--- config.mk ---
export PLATFORM = sky130hd
export DESIGN_NAME = vga_frame_sink
export DESIGN_NICKNAME = d
export VERILOG_FILES = /design/src/rtl/ht_pkg.sv /design/src/rtl/vga_timing_gen.sv /design/src/rtl/vga_frame_sink.sv
export SDC_FILE = /design/constraint.sdc
export NUM_CORES = 1
export LEC_CHECK = 0
export CAP_MARGIN = 25
export CORE_ASPECT_RATIO = 0.5
export CORE_MARGIN = 2
export CORE_UTILIZATION = 30
export CTS_BUF_LIST = sky130_fd_sc_hd__clkbuf_2
export DETAILED_ROUTE_END_ITERATION = 8
export PLACE_DENSITY = 0.62
export SYNTH_ARGS = -nofsm -noshare
export SYNTH_HDL_FRONTEND = slang
export SYNTH_HIERARCHICAL = 1
export SYNTH_SLANG_ARGS = --single-unit
--- constraint.sdc ---
create_clock -name Clk -period 40.5 [get_ports Clk]
set_input_delay 8.1 -clock Clk [delete_from_list [all_inputs] [get_ports Clk]]
set_output_delay 8.1 -clock Clk [all_outputs]
set_load 0.1 [all_outputs]
--- src/rtl/ht_pkg.sv ---
// Shared definitions for the VGA frame sink: raster totals, counter sizing,
// the default pixel type and the upstream handshake state encoding.
package ht_pkg;

  localparam int DEF_IMAGE_BITS = 8;

  typedef logic [DEF_IMAGE_BITS-1:0] pixel_t;

  typedef enum logic {
    HS_IDLE = 1'b0,
    HS_ACK  = 1'b1
  } hs_state_t;

  function automatic int h_total(int n, int front, int sync, int back);
    return n + front + sync + back;
  endfunction

  function automatic int v_total(int m, int front, int sync, int back);
    return m + front + sync + back;
  endfunction

  // Bits needed to count 0..total-1; never narrower than one bit.
  function automatic int cnt_width(int total);
    return (total <= 2) ? 1 : $clog2(total);
  endfunction

endpackage

--- src/rtl/vga_timing_gen.sv ---
// Raster timing: free-running h/v counters plus combinational decode of the
// active area, active-low syncs, vertical blank and the last-active-pixel strobe.
module vga_timing_gen
  import ht_pkg::*;
#(
  parameter int MATRIX_N = 10,
  parameter int MATRIX_M = 10,
  parameter int H_FRONT  = 2,
  parameter int H_SYNC   = 2,
  parameter int H_BACK   = 2,
  parameter int V_FRONT  = 1,
  parameter int V_SYNC   = 1,
  parameter int V_BACK   = 1,
  parameter int HCW      = 4,
  parameter int VCW      = 4
) (
  input  logic           i_clk,
  input  logic           i_rst_n,
  output logic [HCW-1:0] o_h_cnt,
  output logic [VCW-1:0] o_v_cnt,
  output logic           o_active,
  output logic           o_hsync_n,
  output logic           o_vsync_n,
  output logic           o_vblank,
  output logic           o_frame_end
);

  localparam int H_TOTAL = h_total(MATRIX_N, H_FRONT, H_SYNC, H_BACK);
  localparam int V_TOTAL = v_total(MATRIX_M, V_FRONT, V_SYNC, V_BACK);

  localparam logic [HCW-1:0] H_LAST     = HCW'(H_TOTAL - 1);
  localparam logic [VCW-1:0] V_LAST     = VCW'(V_TOTAL - 1);
  localparam logic [HCW-1:0] H_ACT_END  = HCW'(MATRIX_N);
  localparam logic [VCW-1:0] V_ACT_END  = VCW'(MATRIX_M);
  localparam logic [HCW-1:0] H_ACT_LAST = HCW'(MATRIX_N - 1);
  localparam logic [VCW-1:0] V_ACT_LAST = VCW'(MATRIX_M - 1);
  localparam logic [HCW-1:0] H_SYNC_BEG = HCW'(MATRIX_N + H_FRONT);
  localparam logic [HCW-1:0] H_SYNC_END = HCW'(MATRIX_N + H_FRONT + H_SYNC);
  localparam logic [VCW-1:0] V_SYNC_BEG = VCW'(MATRIX_M + V_FRONT);
  localparam logic [VCW-1:0] V_SYNC_END = VCW'(MATRIX_M + V_FRONT + V_SYNC);

  logic [HCW-1:0] r_h_cnt;
  logic [VCW-1:0] r_v_cnt;

  always_ff @(posedge i_clk or negedge i_rst_n) begin
    if (!i_rst_n) begin
      r_h_cnt <= '0;
      r_v_cnt <= '0;
    end else if (r_h_cnt == H_LAST) begin
      r_h_cnt <= '0;
      r_v_cnt <= (r_v_cnt == V_LAST) ? '0 : r_v_cnt + 1'b1;
    end else begin
      r_h_cnt <= r_h_cnt + 1'b1;
    end
  end

  assign o_h_cnt     = r_h_cnt;
  assign o_v_cnt     = r_v_cnt;
  assign o_active    = (r_h_cnt < H_ACT_END) && (r_v_cnt < V_ACT_END);
  assign o_hsync_n   = !((r_h_cnt >= H_SYNC_BEG) && (r_h_cnt < H_SYNC_END));
  assign o_vsync_n   = !((r_v_cnt >= V_SYNC_BEG) && (r_v_cnt < V_SYNC_END));
  assign o_vblank    = (r_v_cnt >= V_ACT_END);
  assign o_frame_end = (r_h_cnt == H_ACT_LAST) && (r_v_cnt == V_ACT_LAST);

endmodule

--- src/rtl/vga_frame_sink.sv ---
// Frame sink: four-phase capture of a flattened frame during vertical blank and
// registered raster output. Define VGA_TEST_PATTERN_EN for a checkerboard before the first frame.
module vga_frame_sink
  import ht_pkg::*;
#(
  parameter int IMAGE_BITS = 8,
  parameter int MATRIX_N   = 10,
  parameter int MATRIX_M   = 10,
  parameter int H_FRONT    = 2,
  parameter int H_SYNC     = 2,
  parameter int H_BACK     = 2,
  parameter int V_FRONT    = 1,
  parameter int V_SYNC     = 1,
  parameter int V_BACK     = 1
) (
  input  logic                                     Clk,
  input  logic                                     Reset,
  input  logic [IMAGE_BITS*MATRIX_N*MATRIX_M-1:0]  ImgMat,
  input  logic                                     ReqIn,
  output logic                                     AckIn,
  output logic [IMAGE_BITS-1:0]                    Pixel,
  output logic                                     HSync,
  output logic                                     VSync,
  output logic                                     DataEn,
  output logic                                     FrameDone,
  output hs_state_t                                DbgHsState
);

  localparam int H_TOTAL = h_total(MATRIX_N, H_FRONT, H_SYNC, H_BACK);
  localparam int V_TOTAL = v_total(MATRIX_M, V_FRONT, V_SYNC, V_BACK);
  localparam int HCW     = cnt_width(H_TOTAL);
  localparam int VCW     = cnt_width(V_TOTAL);
  localparam int NPIX    = MATRIX_N * MATRIX_M;
  localparam int PIX_IW  = cnt_width(NPIX);

  logic [HCW-1:0]        w_h_cnt;
  logic [VCW-1:0]        w_v_cnt;
  logic                  w_active;
  logic                  w_hsync_n;
  logic                  w_vsync_n;
  logic                  w_vblank;
  logic                  w_frame_end;
  logic                  w_capture;
  logic [PIX_IW-1:0]     w_pix_idx;
  logic [IMAGE_BITS-1:0] w_pix_next;

  hs_state_t             r_state;
  logic                  r_ack;
  logic                  r_buf_valid;
  logic [IMAGE_BITS-1:0] r_buf [NPIX];
  logic                  r_frame_end_d;
  logic [IMAGE_BITS-1:0] r_pixel;
  logic                  r_hsync;
  logic                  r_vsync;
  logic                  r_data_en;
  logic                  r_frame_done;

  vga_timing_gen #(
    .MATRIX_N (MATRIX_N),
    .MATRIX_M (MATRIX_M),
    .H_FRONT  (H_FRONT),
    .H_SYNC   (H_SYNC),
    .H_BACK   (H_BACK),
    .V_FRONT  (V_FRONT),
    .V_SYNC   (V_SYNC),
    .V_BACK   (V_BACK),
    .HCW      (HCW),
    .VCW      (VCW)
  ) u_timing (
    .i_clk       (Clk),
    .i_rst_n     (Reset),
    .o_h_cnt     (w_h_cnt),
    .o_v_cnt     (w_v_cnt),
    .o_active    (w_active),
    .o_hsync_n   (w_hsync_n),
    .o_vsync_n   (w_vsync_n),
    .o_vblank    (w_vblank),
    .o_frame_end (w_frame_end)
  );

  // Four-phase handshake: upstream raises ReqIn with ImgMat stable; the frame is
  // taken only in vertical blank, then AckIn stays high until ReqIn is seen low.
  assign w_capture = (r_state == HS_IDLE) && ReqIn && w_vblank;

  always_ff @(posedge Clk or negedge Reset) begin
    if (!Reset) begin
      r_state     <= HS_IDLE;
      r_ack       <= 1'b0;
      r_buf_valid <= 1'b0;
    end else begin
      case (r_state)
        HS_IDLE: begin
          if (w_capture) begin
            r_state     <= HS_ACK;
            r_ack       <= 1'b1;
            r_buf_valid <= 1'b1;
          end
        end
        HS_ACK: begin
          if (!ReqIn) begin
            r_state <= HS_IDLE;
            r_ack   <= 1'b0;
          end
        end
        default: begin
          r_state <= HS_IDLE;
          r_ack   <= 1'b0;
        end
      endcase
    end
  end

  // Frame storage carries no reset; r_buf_valid alone decides whether it is shown.
  always_ff @(posedge Clk) begin
    if (w_capture) begin
      for (int i = 0; i < NPIX; i++) begin
        r_buf[i] <= ImgMat[IMAGE_BITS*i +: IMAGE_BITS];
      end
    end
  end

  always_comb begin
    w_pix_idx  = PIX_IW'(int'(w_v_cnt) * MATRIX_N + int'(w_h_cnt));
    w_pix_next = '0;
    if (w_active) begin
      if (r_buf_valid) begin
        w_pix_next = r_buf[w_pix_idx];
      end
`ifdef VGA_TEST_PATTERN_EN
      else if (w_h_cnt[0] ^ w_v_cnt[0]) begin
        w_pix_next = '1;
      end
`endif
    end
  end

  // Everything below lags the counters by one clock; FrameDone lags one more so
  // it lines up with DataEn falling after the last active pixel.
  always_ff @(posedge Clk or negedge Reset) begin
    if (!Reset) begin
      r_pixel       <= '0;
      r_hsync       <= 1'b1;
      r_vsync       <= 1'b1;
      r_data_en     <= 1'b0;
      r_frame_end_d <= 1'b0;
      r_frame_done  <= 1'b0;
    end else begin
      r_pixel       <= w_pix_next;
      r_hsync       <= w_hsync_n;
      r_vsync       <= w_vsync_n;
      r_data_en     <= w_active;
      r_frame_end_d <= w_frame_end;
      r_frame_done  <= r_frame_end_d;
    end
  end

  assign AckIn      = r_ack;
  assign Pixel      = r_pixel;
  assign HSync      = r_hsync;
  assign VSync      = r_vsync;
  assign DataEn     = r_data_en;
  assign FrameDone  = r_frame_done;
  assign DbgHsState = r_state;

endmodule

==> results.md <==
* Critical Path RT at 41,670 ps
* Endpoint of the worst hold-timing path: FrameDone
* Distinct cell type count of the synthesized netlist at 61
* RR Startpoint: u_timing/o_v_cnt[0]
* Area share of the largest cell type after synthesis at 0.7478
* Endpoints failing setup at 0
* Design Area, Final at 43,770 µm²
* Clock buffers created by TritonCTS at 185
* Post-Syn Area at 32,130 µm²
* Count of mapped cells out of synthesis at 1,480
* Average wire length per cell after detail routing at 27.12 µm
* All-layer global routing usage at 0.1949
* Proportion of power drawn by combinational gates at 0.050
* Worst Hold Path Cells at 0
* Largest cells by area after synthesis: sky130_fd_sc_hd__edfxtp_1 75%, sky130_fd_sc_hd__mux4_2 10%, sky130_fd_sc_hd__mux4_1 3.1%
* Total congestion overflow after global routing at 0
* Final critical path time including I/O delays and setup at 11,380 ps
* Post-Route Skew at between 100 and 150 ps
* Cell with the most instances after synthesis: sky130_fd_sc_hd__edfxtp_1
* Die Area at approximately 110,000 µm²
* Share of the clock period used by the worst path after layout at 0.2811
* Worst stage delay on the critical path at 850 ps
* Clock transition at the register clock pins on the worst setup and hold paths after CTS at 110 ps
* Growth of design area from synthesis to finish at 36.24%
* Number of global-route vias before repair at slightly below 20,000
* Synth async-reset ratio at 0.02913
* Worst hold slack at 398.1 ps
* Most numerous cell types in the synthesized netlist: 800 x sky130_fd_sc_hd__edfxtp_1, 142 x sky130_fd_sc_hd__mux4_2, 51 x sky130_fd_sc_hd__mux2i_1
* Rows at 84
* Detailed Routing Iterations Pass 1 at 5
* Worst R2R End: Pixel[7]
* Number of antenna violations at the first check in global routing at 33
* Pin slew with the least headroom to its limit at roughly 1200 ps
* Initial Utilization at 0.3041
* Total of cells resized after clock tree synthesis at 0
* Last weighted congestion value of the routability-driven placer at 0.8718
* Part of the Yosys area used for sequential elements at 0.7666
* Result of the run: completed
* Fin. Hold Viols at 0
* Clock tree from TritonCTS: done
* Setup repair after global routing missed its margin: false
* Max-capacitance violation count at 0
* Fraction of final layout cells with drive strength greater than 1 at 0.1882
* Remaining max-slew budget at the tightest pin at 0.2328
* FF-to-FF path depth at 8
* Pwr Density at ~36 nW/µm²
* Vias per inst at ~4.7
* Critical-path maximum fanout at 210
* Die Span Y at roughly 240 µm
* Core footprint at about 110,000 µm²
* Total nets after synthesis at roughly 2,300
* Clock buffer depth at 3
* Average instance area after synthesis at 21.71 µm²
* X dimension of the die at 466.8 µm
* Filler Cells Inserted at 9,548
* Via total after detailed routing at approximately 19,000
* Instance area after placement at 41,800 µm²
* Clock insertion delay at the later pin of the skew report at 1570 ps
* Cell breakdown of the critical path: clkdlybuf4s50_1 > nand2_1 > nor2_4 > buf_12 > buf_12 > buf_4 > buf_4 > buf_16 > buf_4
* Critical path data arrival time at 12,560 ps
* Number of flops mapped to enable cells by yosys at 800
* Hold-fix buffers, CTS at 0
* Switching Share at 0.2233
* Total number of nets in the final design at 3,246
* I/O Pins at 817
* Number of buffer and inverter stages on the critical path at 7
* Cell seen most often among critical-path stages: sky130_fd_sc_hd__buf_4
* Sequential cell fraction of total power at 0.584
* Beginning of the worst hold path: r_frame_end_d
* Max rail drop VDD at 0.00002567 V
* Setup bufs post-CTS at 0
* Internal power consumption at 1.240 mW
* Wire length of the first global-routing pass at 147.4 mm
* Total leakage power at 14.98 nW
* Crit path max-delay family: buffers and inverters
* Total Negative Setup Slacks at 0 ps
* Cell at the slowest stage of the critical path: sky130_fd_sc_hd__buf_12
* Routed wire length at 108.9 mm
* Classification of the worst-slack hold path: flip-flop to flip-flop
* Kind of critical path: input port to flip-flop
* Count of H-tree levels built during CTS at 4
* Detail Route Antenna Nets at 0
* Startpoint type of the worst setup path: input port
* Clock share of power at 0.365
* Number of port buffers at 816
* Number of DRC markers after the initial detailed-route iteration at 1,576
* CTS sink count at slightly above 800
* Most used flip-flop cell after synthesis: sky130_fd_sc_hd__edfxtp_1
* Reported net switching power at 0.3567 mW
* Clk root buf: sky130_fd_sc_hd__clkbuf_2
* Maximum clock frequency at approximately 0.088 GHz
* Post-detailed-placement half-perimeter wirelength at between 80 and 90 mm
* Dominant cell type by area after synthesis: sky130_fd_sc_hd__edfxtp_1
* Largest net degree at the start of global routing at 211
* Flip-flop and latch count after synthesis at 824
* Setup crit end kind: flip-flop
* Final Max Slew Viols at 0
* Number of synthesis warnings at 6
* Reg-to-reg setup timing slack at 35,120 ps
* DR DRC count at 0
cell usage in the layout, fill, tap and decap left out, types with 19 or more instances in the layout:
master | synthesis | layout
sky130_fd_sc_hd__diode_2 | 0 | 31
sky130_fd_sc_hd__clkdlybuf4s50_1 | 0 | 816
sky130_fd_sc_hd__mux4_1 | 38 | 38
sky130_fd_sc_hd__clkbuf_2 | 1 | 267
sky130_fd_sc_hd__clkinv_1 | 0 | 34
sky130_fd_sc_hd__nand2_1 | 47 | 47
sky130_fd_sc_hd__mux2i_1 | 51 | 51
sky130_fd_sc_hd__edfxtp_1 | 800 | 800
sky130_fd_sc_hd__dfrtp_1 | 22 | 21
sky130_fd_sc_hd__a21oi_1 | 22 | 22
sky130_fd_sc_hd__a221oi_1 | 21 | 21
sky130_fd_sc_hd__nand3_1 | 26 | 26
sky130_fd_sc_hd__mux4_2 | 142 | 142
sky130_fd_sc_hd__o21ai_0 | 19 | 19
logic make-up (layout without fill, tap and decap cells):
logic type                 after synthesis  count (layout)  share of synthesized area
and+or+nand+nor                        163             163                    0.02590
buffers and inverters                   93            1180                    0.02103
DFF                                    824             824                     0.7666
muxes                                  232             232                     0.1469
AOI/OAI and AO/OA                      148             148                    0.03221
xor gates and xnor gates                 7               7                   0.001908
adders and majority gates               13              13                   0.005530
other                                    0              31                          0
layout make-up:
cell class	instances	area (µm²)	area share
multi-input cells	563	6920	0.1581
flip-flops and latches	824	24630	0.5627
clock inverters	57	496.7	0.01135
repair buffers	842	8481	0.1938
diodes	31	77.57	0.001772
clock buffers	267	1336	0.03053
well taps	1419	1775	0.04056
inverters	14	52.55	0.001201
per-layer routing:
layer  up-vias  track usage  routed length [µm]
met2       729       0.3380               57540
li1       8331            -                   -
met4         0      0.07541                2458
met3       171      0.03935                5867
met1      9714       0.2385               43060
met5         -            0                   0
power by group through the flow:
| stage | clock, mW | combinational, mW | sequential, mW |
|---|---|---|---|
| after global placement | 0 | 0.0790 | 0.952 |
| after global routing | 0.646 | 0.0846 | 0.933 |
| after detailed placement | 0 | 0.0804 | 0.952 |
| after CTS | 0.604 | 0.0808 | 0.933 |
| after floorplan | 0 | 0.00000930 | 0.953 |
| final | 0.584 | 0.0806 | 0.933 |
worst register-to-register path, cell delays in order, from the launching register on:
cell and delay [ps]:
sky130_fd_sc_hd__dfrtp_1 520, sky130_fd_sc_hd__ha_1 350, sky130_fd_sc_hd__ha_1 450, sky130_fd_sc_hd__nor2_1 130
sky130_fd_sc_hd__o21bai_2 750, sky130_fd_sc_hd__nand2_1 860, sky130_fd_sc_hd__a2111oi_0 1000, sky130_fd_sc_hd__nor3_1 240
sky130_fd_sc_hd__a211oi_1 880
metrics by stage:
| stage | setup WS (ps) | cells | total power, mW | utilization |
|---|---|---|---|---|
| floorplan | 10370 | 1480 | 0.9528 | - |
| global placement | 26680 | 3657 | 1.031 | 0.3952 |
| detailed placement | 26520 | 3660 | 1.033 | 0.3958 |
| CTS | 28300 | 3984 | 1.618 | 0.4131 |
| global route | 28950 | 4013 | 1.663 | 0.4143 |
| finish | 29120 | 4017 | 1.597 | 0.4144 |
state kept, by name, indices dropped and copies added, names as in the netlist:
signal	cells
HSync	1
DataEn	1
FrameDone	1
DbgHsState	1
u_timing/o_h_cnt	4
AckIn	1
r_buf	800
r_buf_valid	1
VSync	1
u_timing/o_v_cnt	4
r_frame_end_d	1
Pixel	8
how the worst max path moves through the flow:
stage | startpoint | endpoint | cells after the start
floorplan | ReqIn | r_buf_valid | 3
global placement | ReqIn | r_buf[82][5] | 8
detailed placement | ReqIn | r_buf[83][5] | 8
CTS | ReqIn | r_buf[12][3] | 8
global route | ReqIn | r_buf[84][3] | 9
finish | ReqIn | r_buf[83][4] | 9
Power figures use the tool's default switching activity.
